$ cat config.mk
export PLATFORM = sky130hd
export DESIGN_NAME = hapara_axis_id_receiver
export DESIGN_NICKNAME = d
export VERILOG_FILES = /design/src/rtl/hapara_id_pkg.sv /design/src/rtl/hapara_id_fifo.sv /design/src/rtl/hapara_axis_id_receiver.sv
export SDC_FILE = /design/constraint.sdc
export NUM_CORES = 1
export LEC_CHECK = 0
export ABC_AREA = 1
export ABC_CLOCK_PERIOD_IN_PS = 3200
export CAP_MARGIN = 0
export CORE_MARGIN = 3
export CORE_UTILIZATION = 30
export DETAILED_ROUTE_END_ITERATION = 12
export PLACE_DENSITY = 0.56
export REMOVE_ABC_BUFFERS = 1
export SETUP_SLACK_MARGIN = 0.02
export SLEW_MARGIN = 20
export SYNTH_ARGS = -nofsm -noshare
export SYNTH_HDL_FRONTEND = slang
export SYNTH_HIERARCHICAL = 1
export SYNTH_SLANG_ARGS = --single-unit
$ cat constraint.sdc
create_clock -name ACLK -period 3.2 [get_ports ACLK]
set_input_delay 0.64 -clock ACLK [delete_from_list [all_inputs] [get_ports ACLK]]
set_output_delay 0.64 -clock ACLK [all_outputs]
set_load 0.01 [all_outputs]
$ cat src/rtl/hapara_id_pkg.sv
// Shared types and default widths for the hapara work-item ID receiver.
package hapara_id_pkg;

  typedef enum logic [1:0] {
    IDLE = 2'd0,
    RECV = 2'd1,
    WAIT = 2'd2
  } state_e;

  localparam int DEF_DATA_WIDTH = 32;
  localparam int DEF_FIFO_DEPTH = 4;
  localparam int DEF_CNT_WIDTH  = 16;

  typedef struct packed {
    logic                      last;
    logic [DEF_DATA_WIDTH-1:0] data;
  } id_entry_t;

endpackage

$ cat src/rtl/hapara_id_fifo.sv
// Synchronous FIFO with registered full/empty and a hold register
// so the read port keeps its last popped word while empty.
module hapara_id_fifo #(
  parameter int WIDTH = 33,
  parameter int DEPTH = 4
) (
  input  logic             clk,
  input  logic             rst_n,
  input  logic             wrEn,
  input  logic [WIDTH-1:0] wrData,
  output logic             full,
  input  logic             rdEn,
  output logic [WIDTH-1:0] rdData,
  output logic             empty
);

  localparam int AW = $clog2(DEPTH);

  logic [WIDTH-1:0] mem [DEPTH];
  logic [AW-1:0]    wrPtr;
  logic [AW-1:0]    rdPtr;
  logic [AW:0]      count;
  logic [AW:0]      countNxt;
  logic [WIDTH-1:0] holdQ;
  logic             push;
  logic             pop;

  assign push = wrEn & ~full;
  assign pop  = rdEn & ~empty;

  assign countNxt = count
                  + {{AW{1'b0}}, push}
                  - {{AW{1'b0}}, pop};

  assign rdData = empty ? holdQ : mem[rdPtr];

  always_ff @(posedge clk) begin
    if (push) mem[wrPtr] <= wrData;
  end

  always_ff @(posedge clk or negedge rst_n) begin
    if (!rst_n) begin
      wrPtr <= '0;
      rdPtr <= '0;
      count <= '0;
      full  <= 1'b0;
      empty <= 1'b1;
      holdQ <= '0;
    end else begin
      if (push) wrPtr <= wrPtr + 1'b1;
      if (pop) begin
        rdPtr <= rdPtr + 1'b1;
        holdQ <= mem[rdPtr];
      end
      count <= countNxt;
      full  <= (countNxt == (AW+1)'(DEPTH));
      empty <= (countNxt == '0);
    end
  end

endmodule

$ cat src/rtl/hapara_axis_id_receiver.sv
// AXI4-Stream work-item ID receiver with per-group barrier.
// Next group is held off until the core reports the current one done.
module hapara_axis_id_receiver
  import hapara_id_pkg::*;
#(
  parameter int DATA_WIDTH = DEF_DATA_WIDTH,
  parameter int FIFO_DEPTH = DEF_FIFO_DEPTH,
  parameter int CNT_WIDTH  = DEF_CNT_WIDTH
) (
  input  logic                  ACLK,
  input  logic                  ARESETN,
  input  logic                  s_axis_tvalid,
  output logic                  s_axis_tready,
  input  logic [DATA_WIDTH-1:0] s_axis_tdata,
  input  logic                  s_axis_tlast,
  output logic                  id_valid,
  input  logic                  id_ready,
  output logic [DATA_WIDTH-1:0] id_data,
  output logic                  id_last,
  input  logic                  core_done,
  output logic                  group_done,
  output logic [CNT_WIDTH-1:0]  id_count,
  output logic [CNT_WIDTH-1:0]  group_count,
  output logic                  busy
);

  state_e            state;
  logic              armedQ;
  logic              fifoFull;
  logic              fifoEmpty;
  logic              accept;
  logic [DATA_WIDTH:0] rdEntry;

  // armedQ keeps tready low while reset is held
  assign s_axis_tready = armedQ
                       & ((state == IDLE) | (state == RECV))
                       & ~fifoFull;
  assign accept   = s_axis_tvalid & s_axis_tready;
  assign id_valid = ~fifoEmpty;
  assign id_data  = rdEntry[DATA_WIDTH-1:0];
  assign id_last  = rdEntry[DATA_WIDTH];
  assign busy     = (state != IDLE);

  hapara_id_fifo #(
    .WIDTH (DATA_WIDTH + 1),
    .DEPTH (FIFO_DEPTH)
  ) u_fifo (
    .clk    (ACLK),
    .rst_n  (ARESETN),
    .wrEn   (accept),
    .wrData ({s_axis_tlast, s_axis_tdata}),
    .full   (fifoFull),
    .rdEn   (id_ready),
    .rdData (rdEntry),
    .empty  (fifoEmpty)
  );

  always_ff @(posedge ACLK or negedge ARESETN) begin
    if (!ARESETN) begin
      state       <= IDLE;
      armedQ      <= 1'b0;
      group_done  <= 1'b0;
      id_count    <= '0;
      group_count <= '0;
    end else begin
      armedQ     <= 1'b1;
      group_done <= 1'b0;
      unique case (state)
        IDLE: begin
          if (accept) begin
            id_count <= CNT_WIDTH'(1);
            state    <= s_axis_tlast ? WAIT : RECV;
          end
        end
        RECV: begin
          if (accept) begin
            id_count <= id_count + 1'b1;
            if (s_axis_tlast) state <= WAIT;
          end
        end
        WAIT: begin
          if (core_done && fifoEmpty) begin
            state       <= IDLE;
            id_count    <= '0;
            group_done  <= 1'b1;
            group_count <= group_count + 1'b1;
          end
        end
        default: state <= IDLE;
      endcase
    end
  end

endmodule

# Word-level counts from Yosys, hierarchy flattened
# Memory sizes are Yosys's and may differ from the RTL's.
# Index checks and enable logic that the tools add are counted.
[word_totals]
ff_bits = 78
mem_count = 1
ramBits = 132
input_bits = 38
out_inout_bits = 69
word_cells = 56
[op_classes]
bitwise_logic = 8
n_eq_ne = 7
n_reduce_logical = 8
addsub = 6
n_mux = 15
[memory_table]
columns = ["memory", "depth", "word_bits", "read_ports", "rd_clocked_by_memory_dff", "wr", "line_no", "source"]
rows = [
  ["u_fifo.mem", 4, 33, 1, 0, 1, "hapara_id_fifo.sv:19", "logic [WIDTH-1:0] mem [DEPTH];"],
]
[op_table]
columns = ["op", "n"]
rows = [
  ["16-bit two-way mux", 3],
  ["16-bit case mux with 3 select lines", 1],
  ["33-bit two-way mux", 1],
  ["16-bit by 1-bit adder with 16-bit output (second input constant)", 2],
  ["2-bit two-way mux", 5],
  ["4-bit AND reduction", 2],
  ["2-bit case mux with 3 select lines", 1],
  ["1-bit bitwise AND", 5],
  ["2-bit by 1-bit adder with 2-bit output (second input constant)", 2],
  ["1-bit two-way mux", 4],
  ["2-bit by 1-bit != test with 1-bit output (second input constant)", 2],
  ["2-bit != test (second input constant)", 2],
  ["3-bit by 1-bit adder with 3-bit output", 1],
  ["3-bit equality test (second input constant)", 1],
  ["3-bit zero test", 1],
  ["3-bit nonzero test", 1],
  ["3-bit by 1-bit subtractor with 3-bit output", 1],
  ["2-bit by 1-bit equality test with 1-bit output (second input constant)", 1],
  ["2-bit equality test (second input constant)", 1],
  ["2-bit zero test", 1],
  ["1-bit NOT", 2],
  ["2-bit AND reduction", 1],
  ["2-bit nonzero test", 1],
  ["1-bit logical AND", 1],
  ["1-bit OR", 1],
]

# Logic depth before layout (Yosys ltp)
[logic_depth]
ltp_word = 9
mapped_depth = 16
depth_no_buf = 16

# By module
# The synthesis kept the hierarchy.
[by_module_without_submodules]
columns = ["mod", "seq_area_each_um2", "cells_each", "instances", "area_per_inst_um2"]
rows = [
  ["hapara_id_fifo", 5016.1, 654, 1, 7178.1],
  ["hapara_axis_id_receiver", 900.9, 255, 1, 2025.7],
]

# Least setup slack after synthesis
# No wires, ideal clock.
[synth_path]
path_type = "register to register"
startpoint = "reg state[1]"
endpoint = "mem u_fifo.mem[0][0] (enable)"
path_buffers = 0
arrival_ps = 2685
synth_period_minus_slack_ps = 3108
stages_incl_launch_ff = 9
setup_ps = 423
path_slack_ps = 92
path_cell_list = "dfrtp_1 > inv_1 > ha_1 > nor2_1 > nor2_1 > nand2_1 > inv_1 > nand2_1 > nor2_1"
[synth_via]
elab_chain_cells = 8
elab_cells_between_ends = 9
[synth_rtl]
columns = ["element", "line_no", "source"]
rows = [
  ["from (decl)", "hapara_axis_id_receiver.sv:27", "state_e state;"],
  ["from (signal assigned)", "hapara_axis_id_receiver.sv:72", "state <= s_axis_tlast ? WAIT : RECV;"],
  ["2-bit by 1-bit equality test with 1-bit output / 2-bit zero test (equally long branches)", "hapara_axis_id_receiver.sv:36", "& ((state == IDLE) | (state == RECV))"],
  ["1-bit OR *", "hapara_axis_id_receiver.sv:36", ""],
  ["1-bit bitwise AND *", "hapara_axis_id_receiver.sv:36", ""],
  ["1-bit bitwise AND *", "hapara_axis_id_receiver.sv:37", "& ~fifoFull;"],
  ["via s_axis_tready", "hapara_axis_id_receiver.sv:13", "output logic s_axis_tready,"],
  ["1-bit bitwise AND *", "hapara_axis_id_receiver.sv:38", "assign accept = s_axis_tvalid & s_axis_tready;"],
  ["via accept", "hapara_axis_id_receiver.sv:31", "logic accept;"],
  ["1-bit bitwise AND *", "hapara_id_fifo.sv:28", "assign push = wrEn & ~full;"],
  ["1-bit two-way mux *", "hapara_id_fifo.sv:38", "if (push) mem[wrPtr] <= wrData;"],
  ["1-bit two-way mux (not written as such) *", "hapara_id_fifo.sv:38", ""],
  ["to (decl)", "hapara_id_fifo.sv:19", ""],
]
# Mark *: on every way through the listed nets, which the timed path passes. The rest lies on a longest branch.

# Worst setup path after layout
[layout_path]
startpoint = "reg u_fifo.rdPtr[1]"
endpoint = "out id_last"
[layout_via]
elab_chain_cells = 2
[layout_rtl]
columns = ["element", "line_no", "source"]
rows = [
  ["from (decl)", "hapara_id_fifo.sv:21", "logic [AW-1:0] rdPtr;"],
  ["from (signal assigned)", "hapara_id_fifo.sv:52", "rdPtr <= rdPtr + 1'b1;"],
  ["memory 4 x 33 bit", "--", ""],
  ["33-bit two-way mux", "hapara_id_fifo.sv:35", "assign rdData = empty ? holdQ : mem[rdPtr];"],
  ["to (decl)", "hapara_axis_id_receiver.sv:19", "output logic id_last,"],
]
# Every way passes these cells.

==> impl_metrics.xml <==
<?xml version="1.0" encoding="UTF-8"?>
<metrics>
  <group name="routing">
    <metric name="detail-route-antenna-nets" unit="">0</metric>
    <metric name="drt_iter0_markers" unit="">352</metric>
    <metric name="routed_wirelength" unit="microns">22400</metric>
    <metric name="drt-vias-per-instance" unit="">4.54</metric>
    <metric name="vias" unit="">6504</metric>
    <metric name="drt-wirelength-per-cell" unit="microns">15.6</metric>
    <metric name="detailedRoute.firstPassIterationCount" unit="">4</metric>
    <metric name="drcViolationCount" unit="">0</metric>
  </group>
  <group name="die">
    <metric name="placeableCoreArea" unit="sq um">30000</metric>
    <metric name="fp.dieH" unit="microns">181</metric>
    <metric name="chipWidth" unit="microns">181</metric>
    <metric name="num_rows" unit="">63</metric>
    <metric name="start_util" unit="%">30.7</metric>
    <metric name="floorplan.die_area" unit="sq um">32800</metric>
    <metric name="pin_count" unit="">107</metric>
  </group>
  <group name="clock_tree">
    <metric name="htree_num_levels" unit="">1</metric>
    <metric name="cts_root_buffer" unit="">clkbuf_16</metric>
    <metric name="clkSinkCount" unit="">210</metric>
    <metric name="clock_pin_slew_reported_for_the_worst_setup_and_hold_paths_after_clock_tree_synthesis" unit="ns">0.06</metric>
    <metric name="clock_latency" unit="ns">0.54</metric>
    <metric name="cts-buffers-inserted" unit="">25</metric>
    <metric name="cts_max_path_buffers" unit="">3</metric>
    <metric name="tritoncts" unit="">done</metric>
  </group>
  <group name="worst_setup_path">
    <metric name="crit_required" unit="ns">2.56</metric>
    <metric name="worst-setup-path-type" unit="">reg2out</metric>
    <metric name="critical_path.max_fanout" unit="">18</metric>
    <metric name="endpoint_kind" unit="">output pin</metric>
    <metric name="critPathLaunchType" unit="">flop</metric>
    <metric name="crit_arrival" unit="ns">2.34</metric>
  </group>
  <group name="yosys">
    <metric name="synthTopCellsByCount" unit="">nand2_1, nand3_1, edfxtp_1</metric>
    <metric name="avgSynthCellArea" unit="sq um">10.1</metric>
    <metric name="number_of_flops_mapped_to_enable_cells_by_yosys" unit="">132</metric>
    <metric name="synth-adder-area-share" unit="%">1.71</metric>
    <metric name="synthTopCellsByArea" unit="">edfxtp_1, dfrtp_1, nand2_1, nand3_1, inv_1</metric>
    <metric name="yosysWarningCount" unit="">6</metric>
    <metric name="synth_top_family_by_area" unit="">simple AND/OR/NAND/NOR gates</metric>
    <metric name="yosysSeqAreaShare" unit="%">64.3</metric>
    <metric name="synth_top_area_cell" unit="">edfxtp_1</metric>
    <metric name="synthesis.area" unit="sq um">9200</metric>
    <metric name="yosys_most_used_dff" unit="">edfxtp_1</metric>
    <metric name="synth_xor_area_share" unit="%">1.62</metric>
    <metric name="synth-seq-cells" unit="">210</metric>
    <metric name="synth-async-reset-ratio" unit="%">37.1</metric>
    <metric name="netlist-cell-type-count" unit="">35</metric>
    <metric name="share_of_synthesized_cell_area_in_and_or_nand_and_nor_gates" unit="%">26.1</metric>
    <metric name="synthDominantCellAreaShare" unit="%">43.1</metric>
    <metric name="multiplexer_area_fraction_after_synthesis" unit="%">0</metric>
    <metric name="compound_gate_fraction_of_synth_area" unit="%">1.40</metric>
    <metric name="post_synth_inst_count" unit="">909</metric>
    <metric name="top_count_cell_post_synth" unit="">nand2_1</metric>
  </group>
  <group name="cells_and_area">
    <metric name="layout-area-overhead-vs-synth" unit="%">26.1</metric>
    <metric name="final_core_utilization" unit="%">38.8</metric>
    <metric name="final_layout_size_suffix_gt1_share" unit="%">8.25</metric>
    <metric name="design.final.nets" unit="">1073</metric>
    <metric name="fillCellCount" unit="">2959</metric>
  </group>
  <group name="global_routing">
    <metric name="global_route.overflow_total" unit="">0</metric>
    <metric name="grt_first_pass_wirelength" unit="microns">35800</metric>
    <metric name="overall_track_demand_over_capacity_in_global_routing" unit="%">13.6</metric>
    <metric name="grt_max_degree" unit="">69</metric>
    <metric name="grt_pass1_vias" unit="">6405</metric>
    <metric name="antenna_violations_before_repair" unit="">1</metric>
  </group>
  <group name="pwr">
    <metric name="power.static_leakage" unit="nW">4.84</metric>
    <metric name="vdd_ir_drop_max" unit="mV">0.306</metric>
    <metric name="fin_total_pwr" unit="W">0.0101</metric>
    <metric name="power_per_cell_area" unit="nW/um^2">868</metric>
  </group>
  <group name="placed_design">
    <metric name="post-dp-hpwl" unit="microns">13400</metric>
    <metric name="buffer_ports.inserted" unit="">106</metric>
    <metric name="routabilityCongestion" unit="">0.753</metric>
  </group>
  <group name="min_path">
    <metric name="hp-class" unit="">in2async</metric>
  </group>
  <group name="sta">
    <metric name="period_needed" unit="ns">2.98</metric>
    <metric name="totalNegativeSetupSlack" unit="ns">0</metric>
    <metric name="grt_setup_unrepaired" unit="">false</metric>
    <metric name="fin_skew" unit="ns">0.0180</metric>
    <metric name="maxClockFrequency" unit="GHz">0.336</metric>
    <metric name="tightest_slew" unit="ns">0.730</metric>
    <metric name="finalCritPeriodShare" unit="%">93.0</metric>
    <metric name="setup_violations" unit="">0</metric>
    <metric name="report.final.hold_viol_count" unit="">0</metric>
    <metric name="final_max_slew_violation_count" unit="">0</metric>
    <metric name="max_slew_margin" unit="%">51.2</metric>
  </group>
  <group name="run_status">
    <metric name="status" unit="">finished clean</metric>
  </group>
  <group name="job">
    <metric name="cap_violations" unit="">0</metric>
  </group>
</metrics>
worst max-delay path, stage by stage (launching register included):
cell	delay, ns
dfrtp_2	0.40
inv_2	0.35
buf_12	0.23
nand3_1	0.11
nand3_1	0.09
nand2_1	0.08
clkdlybuf4s50_1	0.54
cell families after synthesis:
kind of cell,Yosys count
other,1
AND/OR/NAND/NOR,557
XOR/XNOR,17
flip-flops,210
AO/OA/AOI/OAI,21
adder cells (fa/ha/maj),12
buffers and inverters,91
path summary, 6_finish.rpt:
check | from | endpoint | depth (start not counted) | slack [ns]
worst max-delay path | u_fifo/rdPtr[1]$_DFFE_PN0P_ | id_last | 6 | 0.22
max in group asynchronous | ARESETN | group_done$_DFF_PN0_ | 2 | 2.44
worst min-delay path | ARESETN | group_count[15]$_DFFE_PN0P_ | 1 | 0.14
min in group ACLK | u_fifo/holdQ[14]$_DFFE_PN0P_ | u_fifo/holdQ[14]$_DFFE_PN0P_ | 2 | 0.48
worst max register to register | state[1]$_DFFE_PN0P_ | u_fifo/full$_DFF_PN0_ | 15 | 0.54
worst min register to register | u_fifo/holdQ[14]$_DFFE_PN0P_ | u_fifo/holdQ[14]$_DFFE_PN0P_ | 2 | 0.48
layout make-up:
cell class                 count  area (sq um)  area share (%)
sequential                   210          5920            51.0
multi-input combinational    608          2870            24.7
timing repair buffer         124          1310            11.3
clock buffer                  30           674            5.81
tap                          390           488            4.20
inverter                      54           205            1.77
clock inverter                16           141            1.22
antenna                        1          2.50          0.0216
stage by stage:
stage | cells | hold slack [ns] | setup slack (ns) | instance area (sq um)
after floorplan | 872 | 0.344 | 0.0922 | 8960
after global placement | 1386 | 0.462 | 0.291 | 10800
after detailed placement | 1386 | 0.466 | 0.261 | 10800
after CTS | 1432 | 0.153 | 0.0392 | 11600
after global routing | 1433 | 0.176 | 0.0417 | 11600
final | 1433 | 0.142 | 0.223 | 11600
report_power, final:
| group | leakage (nW) | switching, W | total, W | internal, W |
|---|---|---|---|---|
| registers | 2.19 | 0.000223 | 0.00356 | 0.00334 |
| logic | 2.25 | 0.00225 | 0.00375 | 0.00150 |
| clock network | 0.399 | 0.00110 | 0.00277 | 0.00166 |
| total | 4.84 | 0.00358 | 0.0101 | 0.00650 |
state kept, by name (all words and copies together), names as in the netlist:
| register | cells |
|---|---|
| armedQ | 1 |
| group_count | 16 |
| group_done | 1 |
| id_count | 16 |
| state | 2 |
| u_fifo/count | 3 |
| u_fifo/empty | 1 |
| u_fifo/full | 1 |
| u_fifo/holdQ | 33 |
| u_fifo/mem | 132 |
| u_fifo/rdPtr | 2 |
| u_fifo/wrPtr | 2 |
cell usage in the layout, fill, tap and decap left out, types with 4 or more instances in the layout:
cell / instances
xnor2_1: 5
buf_12: 9
nand4_1: 4
inv_2: 4
nor2_4: 5
xor2_1: 12
o21ai_0: 8
clkbuf_16: 25
clkinv_1: 8
inv_1: 49
clkdlybuf4s50_1: 105
nand3_1: 156
dfrtp_1: 75
nand2_1: 334
nor2_2: 5
a21oi_1: 7
buf_4: 10
ha_1: 11
nor2_1: 38
edfxtp_1: 132
metal layers:
layer / up-vias / share of wire [%] / GRT usage, % / wire, microns
li1: 3230 / - / - / -
met1: 3088 / 43 / 17.5 / 9580
met2: 147 / 49 / 23.6 / 11100
met3: 39 / 5.0 / 2.03 / 1130
met4: 0 / 2.7 / 4.27 / 599
met5: - / 0 / 0 / 0
what timing repair did:
action	4_1_cts	5_1_grt
setup endpoints to repair	0	17
endpoints found under the hold margin	0	0
resized for setup	0	2
buffers inserted	0	0
hold buffers	0	0
Note: power is estimated with default switching activity, not from simulation.
